--- config.mk ---
export PLATFORM = sky130hd
export DESIGN_NAME = cpu6_memarb
export DESIGN_NICKNAME = d
export VERILOG_FILES = /design/src/rtl/cpu6_memarb.sv
export SDC_FILE = /design/constraint.sdc
export NUM_CORES = 1
export LEC_CHECK = 0
export ABC_AREA = 1
export BUFFER_PORTS_ARGS = -buffer_cell sky130_fd_sc_hd__buf_2
export CAP_MARGIN = 20
export CORE_UTILIZATION = 35
export DETAILED_ROUTE_END_ITERATION = 8
export HOLD_SLACK_MARGIN = 0.03
export SYNTH_ARGS = -nofsm -noshare
export SYNTH_HDL_FRONTEND = slang
export SYNTH_SLANG_ARGS = --single-unit
--- constraint.sdc ---
create_clock -name clk -period 2.2 [get_ports clk]
set_clock_uncertainty 0.2 [all_clocks]
set_input_delay 0.44 -clock clk [delete_from_list [all_inputs] [get_ports clk]]
set_output_delay 0.44 -clock clk [all_outputs]
set_load 0.01 [all_outputs]
--- src/rtl/cpu6_memarb.sv ---
// cpu6_memarb -- two-requester memory bus arbiter for the cpu6 core.
//
// Shares one memory bus port between the instruction-fetch path (if_*) and
// the load/store data path (d_*). Each side uses a held req / one-cycle ack
// handshake. The grant is registered on entry to a bus state and held until
// the bus completes. Data has priority over fetch. A saturating streak
// counter forces a fetch grant after MAX_DSTREAK consecutive data grants
// taken while a fetch was waiting.
//
// Parameters:
//   MAX_DSTREAK  consecutive data grants allowed while a fetch waits (1..15)
//   TIMEOUT      bus cycles before abort (1..65535), timeout build only
//
// Optional feature macro: CPU6_MEMARB_TIMEOUT_EN
//   defined   : a 16-bit bus cycle counter aborts a stalled access with x_err=1
//   undefined : no counter; the arbiter waits for m_ack forever, errors are 0
//
// Ports:
//   clk, resetn                  clock, asynchronous active-low reset
//   if_req/if_addr               fetch request and address (in)
//   if_ack/if_rdata/if_err       fetch completion pulse, data, abort flag (out)
//   d_req/d_we/d_addr/d_wdata/d_wstrb   data request fields (in)
//   d_ack/d_rdata/d_err          data completion pulse, data, abort flag (out)
//   m_req/m_we/m_addr/m_wdata/m_wstrb   bus request fields (out, registered)
//   m_ack/m_rdata                bus completion pulse and read data (in)
//
// All outputs come straight from flops; there is no input-to-output path.

module cpu6_memarb #(
  parameter int MAX_DSTREAK = 4,
  parameter int TIMEOUT     = 255
) (
  input  logic        clk,
  input  logic        resetn,
  input  logic        if_req,
  input  logic [31:0] if_addr,
  output logic        if_ack,
  output logic [31:0] if_rdata,
  output logic        if_err,
  input  logic        d_req,
  input  logic        d_we,
  input  logic [31:0] d_addr,
  input  logic [31:0] d_wdata,
  input  logic [3:0]  d_wstrb,
  output logic        d_ack,
  output logic [31:0] d_rdata,
  output logic        d_err,
  output logic        m_req,
  output logic        m_we,
  output logic [31:0] m_addr,
  output logic [31:0] m_wdata,
  output logic [3:0]  m_wstrb,
  input  logic        m_ack,
  input  logic [31:0] m_rdata
);

  localparam logic [1:0] S_IDLE   = 2'd0;
  localparam logic [1:0] S_BUS_IF = 2'd1;
  localparam logic [1:0] S_BUS_D  = 2'd2;
  localparam logic [1:0] S_RESP   = 2'd3;

  localparam logic [3:0]  DSTREAK_LIMIT = 4'(MAX_DSTREAK);
  localparam logic [15:0] TMO_LAST      = 16'(TIMEOUT - 1);

  // Elaboration-time range checks on the configuration.
  if (MAX_DSTREAK < 1 || MAX_DSTREAK > 15) begin : g_bad_dstreak
    $error("cpu6_memarb: MAX_DSTREAK out of range 1..15");
  end
  if (TIMEOUT < 1 || TIMEOUT > 65535) begin : g_bad_timeout
    $error("cpu6_memarb: TIMEOUT out of range 1..65535");
  end

  logic [1:0]  r_state;
  logic [1:0]  w_state_nxt;
  logic [3:0]  r_dstreak;

  logic        r_m_req;
  logic        r_m_we;
  logic [31:0] r_m_addr;
  logic [31:0] r_m_wdata;
  logic [3:0]  r_m_wstrb;

  logic        r_if_ack;
  logic [31:0] r_if_rdata;
  logic        r_if_err;
  logic        r_d_ack;
  logic [31:0] r_d_rdata;
  logic        r_d_err;

  logic        w_in_idle;
  logic        w_in_bus;
  logic        w_grant_d;
  logic        w_grant_if;
  logic        w_done;
  logic        w_tmo;

  assign w_in_idle = (r_state == S_IDLE);
  assign w_in_bus  = (r_state == S_BUS_IF) || (r_state == S_BUS_D);

  // Data wins unless a fetch is waiting and the data streak has hit its limit.
  assign w_grant_d  = w_in_idle && d_req && !(if_req && (r_dstreak == DSTREAK_LIMIT));
  assign w_grant_if = w_in_idle && if_req && !w_grant_d;

  // A bus acknowledge always completes normally, even in a timeout cycle.
  assign w_done = w_in_bus && m_ack;

`ifdef CPU6_MEMARB_TIMEOUT_EN
  logic [15:0] r_tmo_cnt;

  // The abort fires on the bus cycle that would bring the count to TIMEOUT.
  assign w_tmo = w_in_bus && !m_ack && (r_tmo_cnt == TMO_LAST);

  // Bus cycle counter: cleared on every bus entry, counts unacknowledged cycles.
  always_ff @(posedge clk or negedge resetn) begin
    if (!resetn) begin
      r_tmo_cnt <= 16'd0;
    end else if (w_grant_d || w_grant_if) begin
      r_tmo_cnt <= 16'd0;
    end else if (w_in_bus && !m_ack) begin
      r_tmo_cnt <= r_tmo_cnt + 16'd1;
    end else begin
      r_tmo_cnt <= r_tmo_cnt;
    end
  end
`else
  // Without the timeout feature no access is ever aborted.
  assign w_tmo = 1'b0;
  logic w_unused_tmo;
  assign w_unused_tmo = ^TMO_LAST;
`endif

  // Next-state logic; RESP never samples requests so a held request is not reissued.
  always_comb begin
    w_state_nxt = r_state;
    case (r_state)
      S_IDLE: begin
        if (w_grant_d) begin
          w_state_nxt = S_BUS_D;
        end else if (w_grant_if) begin
          w_state_nxt = S_BUS_IF;
        end else begin
          w_state_nxt = S_IDLE;
        end
      end
      S_BUS_IF, S_BUS_D: begin
        if (w_done || w_tmo) begin
          w_state_nxt = S_RESP;
        end else begin
          w_state_nxt = r_state;
        end
      end
      S_RESP: begin
        w_state_nxt = S_IDLE;
      end
      default: begin
        w_state_nxt = S_IDLE;
      end
    endcase
  end

  // FSM state register.
  always_ff @(posedge clk or negedge resetn) begin
    if (!resetn) begin
      r_state <= S_IDLE;
    end else begin
      r_state <= w_state_nxt;
    end
  end

  // Data streak: counts data grants taken over a waiting fetch, saturating at 15.
  always_ff @(posedge clk or negedge resetn) begin
    if (!resetn) begin
      r_dstreak <= 4'd0;
    end else if (w_grant_d) begin
      if (if_req) begin
        r_dstreak <= (r_dstreak == 4'd15) ? 4'd15 : r_dstreak + 4'd1;
      end else begin
        r_dstreak <= 4'd0;
      end
    end else if (w_grant_if) begin
      r_dstreak <= 4'd0;
    end else begin
      r_dstreak <= r_dstreak;
    end
  end

  // Bus request registers: loaded once at grant and frozen until completion,
  // so m_addr/m_wdata cannot change while m_req is high.
  always_ff @(posedge clk or negedge resetn) begin
    if (!resetn) begin
      r_m_req   <= 1'b0;
      r_m_we    <= 1'b0;
      r_m_addr  <= 32'd0;
      r_m_wdata <= 32'd0;
      r_m_wstrb <= 4'd0;
    end else if (w_grant_d) begin
      r_m_req   <= 1'b1;
      r_m_we    <= d_we;
      r_m_addr  <= d_addr;
      r_m_wdata <= d_wdata;
      r_m_wstrb <= d_wstrb;
    end else if (w_grant_if) begin
      r_m_req   <= 1'b1;
      r_m_we    <= 1'b0;
      r_m_addr  <= if_addr;
      r_m_wdata <= 32'd0;
      r_m_wstrb <= 4'd0;
    end else if (w_done || w_tmo) begin
      r_m_req   <= 1'b0;
      r_m_we    <= r_m_we;
      r_m_addr  <= r_m_addr;
      r_m_wdata <= r_m_wdata;
      r_m_wstrb <= r_m_wstrb;
    end else begin
      r_m_req   <= r_m_req;
      r_m_we    <= r_m_we;
      r_m_addr  <= r_m_addr;
      r_m_wdata <= r_m_wdata;
      r_m_wstrb <= r_m_wstrb;
    end
  end

  // Fetch response: one-cycle ack in RESP; read data is held until the next fetch response.
  always_ff @(posedge clk or negedge resetn) begin
    if (!resetn) begin
      r_if_ack   <= 1'b0;
      r_if_rdata <= 32'd0;
      r_if_err   <= 1'b0;
    end else if ((r_state == S_BUS_IF) && (w_done || w_tmo)) begin
      r_if_ack   <= 1'b1;
      r_if_rdata <= w_done ? m_rdata : 32'd0;
      r_if_err   <= w_tmo;
    end else begin
      r_if_ack   <= 1'b0;
      r_if_rdata <= r_if_rdata;
      r_if_err   <= 1'b0;
    end
  end

  // Data response: same shape as fetch; on a store the bus read data is kept as returned.
  always_ff @(posedge clk or negedge resetn) begin
    if (!resetn) begin
      r_d_ack   <= 1'b0;
      r_d_rdata <= 32'd0;
      r_d_err   <= 1'b0;
    end else if ((r_state == S_BUS_D) && (w_done || w_tmo)) begin
      r_d_ack   <= 1'b1;
      r_d_rdata <= w_done ? m_rdata : 32'd0;
      r_d_err   <= w_tmo;
    end else begin
      r_d_ack   <= 1'b0;
      r_d_rdata <= r_d_rdata;
      r_d_err   <= 1'b0;
    end
  end

  assign m_req    = r_m_req;
  assign m_we     = r_m_we;
  assign m_addr   = r_m_addr;
  assign m_wdata  = r_m_wdata;
  assign m_wstrb  = r_m_wstrb;
  assign if_ack   = r_if_ack;
  assign if_rdata = r_if_rdata;
  assign if_err   = r_if_err;
  assign d_ack    = r_d_ack;
  assign d_rdata  = r_d_rdata;
  assign d_err    = r_d_err;

endmodule

Word-level counts from Yosys, hierarchy flattened
Index checks and enable logic that the tools add are counted.
{"block": "op_classes", "n_mux": 21, "eq_ne": 6, "n_reduce_logical": 15, "n_addsub": 1}
{"op": "$mux W32", "count": 5}
{"op": "$mux W4", "count": 5}
{"op": "$logic_and A1 B1 Y1", "count": 8}
{"op": "$mux W1", "count": 8}
{"op": "$pmux W2 S3", "count": 1}
{"op": "$add A4 B1 Y4 const B", "count": 1}
{"op": "$eq A2 B2 Y1 const B", "count": 2}
{"op": "$eq A4 B3 Y1 const B", "count": 1}
{"op": "$eq A4 B4 Y1 const B", "count": 1}
{"op": "$mux W2", "count": 2}
{"op": "$reduce_bool A3 Y1", "count": 1}
{"op": "$eq A2 B1 Y1 const B", "count": 1}
{"op": "$logic_not A1 Y1", "count": 2}
{"op": "$logic_not A2 Y1", "count": 1}
{"op": "$ne A2 B2 Y1 const B", "count": 1}
{"op": "$reduce_bool A2 Y1", "count": 1}
{"op": "$reduce_or A2 Y1", "count": 1}
{"op": "$logic_or A1 B1 Y1", "count": 1}
{"block": "totals", "in_bits": 138, "word_cells": 54, "regBits": 142}

Longest topological paths before layout
Gate-level depths: netlist of the first run.
{"block": "depth", "ltp_word": 9, "ltp_mapped": 10, "ltp_nobuf": 9}

Least setup slack after synthesis of the first run
Ideal clock, no wire load.
{"block": "synth_timing", "kind": "register to register", "from": "register r_state[0]", "to": "register r_d_rdata[10] (netlist: d_rdata[10])", "stages_incl_launch_ff": 8, "path_buffers": 1, "setup_ps": 130, "required_time_ps": 1870, "setup_slack_ps": 600, "synth_period_minus_slack_ps": 1600, "t_arrival_ps": 1270, "path_cell_list": "dfrtp_1 > inv_1 > ha_1 > nand2_1 > inv_1 > nand2_2 > clkbuf_1 > o21ai_0"}
{"block": "synth_via", "elab_chain_len": 4}
{"item": "start: declaration", "line": "73", "text": "logic [1:0] r_state;"}
{"item": "start signal: assignment", "line": "166", "text": "r_state <= w_state_nxt;"}
{"item": "$eq A2 B1 Y1 / $eq A2 B2 Y1 (equally long branches)", "line": "98, 246"}
{"item": "$logic_or A1 B1 Y1", "line": "98", "text": "assign w_in_bus = (r_state == S_BUS_IF) || (r_state == S_BUS_D);"}
{"item": "$logic_and A1 B1 Y1", "line": "105", "text": "assign w_done = w_in_bus && m_ack;"}
{"item": "$mux W32 / $logic_and A1 B1 Y1 (equally long branches)", "line": "248, 246"}
{"item": "end signal: assignment", "line": "248", "text": "r_d_rdata <= w_done ? m_rdata : 32'd0;"}
{"item": "end signal: assignment", "line": "252", "text": "r_d_rdata <= r_d_rdata;"}
{"item": "end: declaration", "line": "87", "text": "logic [31:0] r_d_rdata;"}
Several ways; a longest one is shown, not always the timed one.
A chain may end at the register's enable or synchronous reset.

Final worst setup path of the first run
{"block": "layout_timing", "from": "register r_state[0]", "to": "register r_if_rdata[11] (netlist: if_rdata[11])"}
{"block": "layout_via", "elab_chain_len": 4}
{"item": "$eq A2 B1 Y1 / $eq A2 B2 Y1 (equally long branches)", "line": "98, 229"}
{"item": "$logic_or A1 B1 Y1", "line": "98"}
{"item": "$logic_and A1 B1 Y1", "line": "105"}
{"item": "$mux W32 / $logic_and A1 B1 Y1 (equally long branches)", "line": "231, 229"}
{"item": "end signal: assignment", "line": "231", "text": "r_if_rdata <= w_done ? m_rdata : 32'd0;"}
{"item": "end signal: assignment", "line": "235", "text": "r_if_rdata <= r_if_rdata;"}
{"item": "end: declaration", "line": "84", "text": "logic [31:0] r_if_rdata;"}
Several ways; a longest one is shown, not always the timed one.

==> results.ini, run 1 <==
[logic_synthesis]
yosysSeqAreaShare_pct = 60.8
yosysTopAreaCell = dfrtp_1
syn_area_per_cell_sq_um = 9.02
synth-simple-area-share_pct = 25.5
ys_warn_count = 0
synth_fa_ha_area_share_pct = 1.07
synth_top_family_by_area = simple AND/OR/NAND/NOR gates
synth_top_area_share_pct = 60.8
synth_area_sq_um = 5850
synth_cell_types = 22
ys_top_cells_by_area = dfrtp_1 (61%), nand2_1 (13%), nand3_1 (12%)
synthMuxAreaShare_pct = 0
synth.ff_latch_count = 142
synth_compound_area_share_pct = 5.78
yosys.area_share.xor_xnor_pct = 0
netlist_instances = 648

[detailed_routing]
firstDrtPassIters = 6
drc_errors = 0
via_per_inst = 4.67
ant_nets = 0
drt_iter0_markers = 266
num_vias = 5351
wirelength_um = 16500
wire_per_inst_um = 14.4

[finish]
area_growth_pct = 39.9
mostFrequentLayoutCells = buf_2 (272), nand2_1 (197), dfrtp_1 (142)
n_antenna_cell = 0
drive_gt1_share_pct = 34.9
final_common_cell = buf_2
nFillCells = 1563
nNetsFinal = 1060

[global_routing]
grt_start_max_net_pins = 65
grtUsageTotal_pct = 19.9
grt_overflow = 0
grt_first_pass_wirelength_um = 27100
antenna_found_initial = 2
grt_pass1_vias = 5255

[clock_tree]
post_cts_buffers = 0
clock_latency_ns = 0.41
path_clk_slew_ns = 0.06
cts-root-buf = clkbuf_16
max-clock-path-buffers = 2
numCtsBuffers = 17
clkSinkCount = 142
tritoncts = built
cts-htree-levels = 4

[floorplanning]
die_width_um = 131
die-area_sq_um = 17200
num_rows = 46
core_sq_um = 16100
io_pins = 276
die_h_um = 131
start_util_pct = 36.3

[worst_setup_path]
critPathLaunchType = flip-flop
crit_fanout = 31
crit_chain = inv_1 > ha_1 > nand2_1 > inv_1 > nand2_1 > buf_4 > o21ai_0
worst_setup_path_end_kind = flip-flop
critPathTopFamily = buffers and inverters
arrival_ns = 1.86
critical_path.max_stage_delay_ns = 0.38
path_buf_inv = 3
path_class = reg -> reg
required_ns = 2.27
crit_slowest_cell = dfrtp_1

[sta]
rsz0062_at_grt = false
hold_viol_final = 0
setup_viol = 0
min_period_ns = 1.79
clock.fmax_mhz = 559
finalSetupTns_ns = 0
min_period_over_period_pct = 81.3
slew_viol_final = 0

[place]
place_hpwl_um = 11400
gp_congestion = 0.776
portBuffers = 273

[run_status]
outcome = complete, no violations

[pwr]
leakage_nw = 4.63
power_density_nw_per_um2 = 1480
ir_drop_mv = 0.598
power_mw = 12.1

[min_path]
hold_path.class = in -> reg

[job]
maxCapViolations = 0

tightest hold or removal path, delay by kind of cell:
| family | cells | cell delay (ns) |
|---|---|---|
| simple gates | 2 | 0.11 |
| buf+inv | 1 | 0.07 |
path summary, 6_finish.rpt:
kind / startpoint / endpoint / slack, ns / depth (start not counted)
max: r_state[0] / if_rdata[11] / 0.41 / 7
min: d_wdata[9] / m_wdata[9] / 0.05 / 3
max reg2reg: r_state[0] / if_rdata[11] / 0.41 / 7
min reg2reg: m_req / m_req / 0.27 / 2
max in group asynchronous: resetn / m_wdata[23] / 0.94 / 3
min in group asynchronous: resetn / d_rdata[16] / 0.28 / 2
cells in the mapped netlist:
master,n
a22oi_1,1
nor2_1,4
o21ai_1,1
clkbuf_1,11
buf_4,2
buf_6,4
nand3_1,137
nand2_4,2
nor2_4,1
nand4_1,1
inv_2,2
o21ai_0,64
nand2_2,1
a21oi_1,1
inv_1,45
nand2_1,197
dfrtp_1,142
buf_2,21
buf_1,4
conb_1,1
ha_1,5
nor3_1,1
metrics by stage:
step / instance area (sq um) / setup slack (ns) / instances / utilization, % / hold WS [ns]
finish: 8180 / 0.411 / 1146 / 50.8 / 0.0477
detailed placement: 7460 / 0.426 / 1110 / 46.3 / 0.135
global placement: 7460 / 0.459 / 1110 / 46.3 / 0.136
floorplan: 5850 / 0.600 / 649 / - / -0.0556
CTS: 8180 / 0.407 / 1146 / 50.8 / 0.0308
global route: 8180 / 0.203 / 1146 / 50.8 / 0.0402
cells by family after synthesis:
logic type	after synthesis
buf+inv	89
fa+ha+maj	5
simple gates	344
compound gates	67
flops	142
other cells	1
final cells by class:
| class | instances | area [sq um] | area share, % |
|---|---|---|---|
| Tap cell | 216 | 270 | 3.30 |
| Multi-Input combinational cell | 418 | 1910 | 23.4 |
| Inverter | 47 | 176 | 2.16 |
| Clock buffer | 19 | 443 | 5.42 |
| Clock inverter | 13 | 233 | 2.85 |
| Sequential cell | 142 | 3550 | 43.4 |
| Timing Repair Buffer | 291 | 1590 | 19.5 |
registers in the layout, indices dropped and copies added (netlist names):
signal	cells
m_addr	32
m_we	1
if_rdata	32
m_req	1
m_wdata	32
d_rdata	32
r_dstreak	4
r_state	2
d_ack	1
m_wstrb	4
if_ack	1
timing repair:
action / in CTS / in global routing
gates resized for setup: 0 / 0
hold buffers: 4 / 0
hold endpoints to repair: 69 / 0
power breakdown:
part	internal [mW]	leakage [nW]	switching, mW	total [mW]
Sequential	3.85	1.81	0.638	4.48
Combinational	1.76	2.49	2.59	4.35
Clock	2.17	0.328	1.11	3.28
Total	7.77	4.63	4.34	12.1
per-layer routing:
layer | global-route usage (%) | up-vias | routed length, um
met1 | 25.8 | 2501 | 7480
li1 | - | 2624 | -
met4 | 5.23 | 4 | 97
met5 | 0 | - | 23
met2 | 32.3 | 212 | 7710
met3 | 5.71 | 10 | 1200
No activity file was read; power rests on OpenSTA's default activity.
==> run 2, diff against run 1 <==
--- a/config.mk
+++ b/config.mk
@@ -11,6 +11,7 @@
 export CORE_UTILIZATION = 35
 export DETAILED_ROUTE_END_ITERATION = 8
 export HOLD_SLACK_MARGIN = 0.03
+export PLACE_DENSITY = 0.66
 export SYNTH_ARGS = -nofsm -noshare
 export SYNTH_HDL_FRONTEND = slang
 export SYNTH_SLANG_ARGS = --single-unit
==> constraint.sdc (replaced) <==
create_clock -name clk -period 1.6 [get_ports clk]
set_clock_uncertainty 0.2 [all_clocks]
set_input_delay 0.32 -clock clk [delete_from_list [all_inputs] [get_ports clk]]
set_output_delay 0.32 -clock clk [all_outputs]
set_load 0.01 [all_outputs]
==> run 2 against run 1 <==
Against the previous run:
- the run now ends with setup timing left
- critical path depth increased by 1
- total power increased by 49%
- wire length increased by 40%
- die area unchanged
- sequential cell count unchanged
- critical endpoint is now d_rdata[17]
- largest cell class is now non-clock buffers
- largest power group is now combinational logic
- highest routed layer is now met4
==> results.ini, run 2 (synthesis gave the netlist of run 1 again) <==
[worst_setup_path]
worst_setup_path_end_kind = flip-flop  ; unchanged
regToRegStartpoint = r_state[1]  ; was r_state[0]
path_buf_inv = 3  ; unchanged
crit_chain = inv_2 > ha_4 > nand2_4 > clkinv_4 > nand2_8 > clkbuf_16 > nand2_1 > o21ai_1  ; was inv_1 > ha_1 > nand2_1 > inv_1 > nand2_1 > buf_4 > o21ai_0
r2r_cells = 8  ; was 7
crit_slowest_cell = dfrtp_1  ; unchanged
arrival_ns = 1.72  ; was 1.86 ns
required_ns = 1.71  ; was 2.27 ns
startpoint = r_state[1]  ; was r_state[0]
path_class = reg -> reg  ; unchanged
critPathLaunchType = flip-flop  ; unchanged
critical_path.max_stage_delay_ns = 0.38  ; about the same
crit_fanout = 6  ; was 31
critPathTopFamily = flip-flops  ; was buffers and inverters
crit_cells = 8  ; was 7

[clock_tree]
clkSinkCount = 142  ; unchanged
tritoncts = built  ; unchanged
clock_latency_ns = 0.41  ; about the same
path_clk_slew_ns = 0.06  ; about the same
numCtsBuffers = 17  ; unchanged
max-clock-path-buffers = 2  ; unchanged
cts-htree-levels = 4  ; unchanged
cts-root-buf = clkbuf_16  ; unchanged

[job]
maxCapViolations = 0  ; unchanged

[pwr]
leakage_nw = 5.54  ; was 4.63 nW
power_mw = 18.0  ; was 12.1 mW
intPower_mw = 11.2  ; was 7.77 mW
p_comb_share_pct = 43.4  ; was 35.9%
p_switching_mw = 6.88  ; was 4.34 mW
pwr-share-seq_pct = 34.6  ; was 37.0%
power_density_nw_per_um2 = 1740  ; was 1480 nW/um^2
clkPwrFrac_pct = 22.0  ; was 27.1%
ir_drop_mv = 0.936  ; was 0.598 mV
switching_share_pct = 38.1  ; was 35.8%

[finish]
drive_gt1_share_pct = 36.1  ; was 34.9%
design_area_sq_um = 10400  ; was 8180 sq um
mostFrequentLayoutCells = buf_2 (272), nand2_1 (192), dfrtp_1 (141)  ; was buf_2 (272), nand2_1 (197), dfrtp_1 (142)
n_antenna_cell = 0  ; unchanged
nNetsFinal = 1232  ; was 1060
final_common_cell = buf_2  ; unchanged
area_growth_pct = 77.1  ; was 39.9%

[global_routing]
grtUsageTotal_pct = 24.0  ; was 19.9%
grt_first_pass_wirelength_um = 32700  ; was 27100 um
grt_pass1_vias = 6346  ; was 5255
grt_start_max_net_pins = 41  ; was 65
antenna_found_initial = 0  ; was 2
grt_overflow = 0  ; unchanged

[detailed_routing]
drc_errors = 0  ; unchanged
num_vias = 6550  ; was 5351
wire_per_inst_um = 17.6  ; was 14.4 um
drt_iter0_markers = 424  ; was 266
ant_nets = 0  ; unchanged
firstDrtPassIters = 5  ; was 6
wirelength_um = 23200  ; was 16500 um
via_per_inst = 4.97  ; was 4.67

[sta]
hold_viol_final = 0  ; unchanged
setup_viol = 1  ; was 0
clock.fmax_mhz = 622  ; was 559 MHz
slew_viol_final = 0  ; unchanged
layout_setup_ws_ns = -0.00791  ; was 0.411 ns
min_period_ns = 1.61  ; was 1.79 ns
min_period_over_period_pct = 100  ; was 81.3%
rsz0062_at_grt = true  ; was false

[run_status]
outcome = finished with violations  ; was complete, no violations
violations = setup timing

[place]
portBuffers = 273  ; unchanged
dpl_cell_area_sq_um = 7630  ; was 7460 sq um
gp_congestion = 0.811  ; was 0.776
place_hpwl_um = 11700  ; was 11400 um

[floorplanning]
die-area_sq_um = 17200  ; unchanged
core_sq_um = 16100  ; unchanged
die_h_um = 131  ; unchanged
die_width_um = 131  ; unchanged
num_rows = 46  ; unchanged
io_pins = 276  ; unchanged
start_util_pct = 36.3  ; unchanged

[min_path]
hp-start = if_req  ; was d_wdata[9]
min_delay_path_depth = 3  ; unchanged
hold_path.class = in -> reg  ; unchanged

-- run 2: cell types whose count changed in the layout (fill, tap and decap cells not counted), moves of 7 or more --
cell / before / now
buf_12: 6 / 14
o21ai_1: 0 / 25
o21ai_0: 64 / 38
clkbuf_16: 17 / 29
buf_4: 8 / 15
buf_6: 1 / 8
dlygate4sd3_1: 4 / 134
nand3_2: 0 / 15
nand3_1: 137 / 122
-- run 2: metal layers --
layer,part of all wire (%),track usage [%],vias to the layer above,wire [um]
li1,-,-,2988,-
met1,40,30.1,3079,9320
met2,47,38.8,407,10900
met3,8.7,6.87,76,2030
met4,3.9,10.1,0,904
met5,0,0,-,0
-- run 2: metrics by stage --
stage	setup slack (ns)	TNS, ns	hold WS, ns	util, %	std cells
finish	-0.00791	-0.00791	0.0948	64.2	1318
global placement	-0.127	-4.53	0.0250	47.4	1121
detailed placement	-0.186	-7.84	0.0212	47.4	1121
CTS	0.00278	0	0.0524	60.4	1292
floorplan	0.000426	0	-0.176	-	649
global route	-0.0682	-1.85	0.122	64.2	1318
-- run 2: cell type report --
type	count	area (sq um)
fill	1265	5760
inverter	47	199
clock buffer	20	457
tap	216	270
timing repair buffer	459	3600
multi-input combinational	422	2140
sequential	142	3550
clock inverter	12	135
-- run 2: power by group through the flow --
stage	sequential (mW)	clock [mW]	combinational, mW
after CTS	6.19	4.03	6.94
after detailed placement	6.19	0	6.42
after global routing	6.42	4.19	8.50
after global placement	6.17	0	6.26
after floorplan	6.96	0	2.56
final	6.24	3.96	7.83
-- run 2: worst min-delay path, delay by kind of cell --
family,cells,cell delay [ns]
AOI/OAI and AO/OA,1,0.08
and+or+nand+nor,1,0.12
buffers and inverters,1,0.14
-- run 2: timing repair --
action / 4_1_cts / 5_1_grt
cloned: 4 / 20
buffers inserted: 1 / 6
setup endpoints to repair: 122 / 137
pin swaps: 2 / 14
resized for setup: 19 / 63
hold endpoints to repair: 275 / 0
hold buffers: 134 / 0
-- run 2: path summary, 6_finish.rpt --
check	end	slack (ns)
setup / recovery	d_rdata[17]	-0.008
hold / removal	r_dstreak[2]	0.09
setup reg to reg	d_rdata[17]	-0.008
hold reg to reg	d_rdata[31]	0.27
max in group asynchronous	m_wdata[21]	0.51
min in group asynchronous	if_rdata[14]	0.15
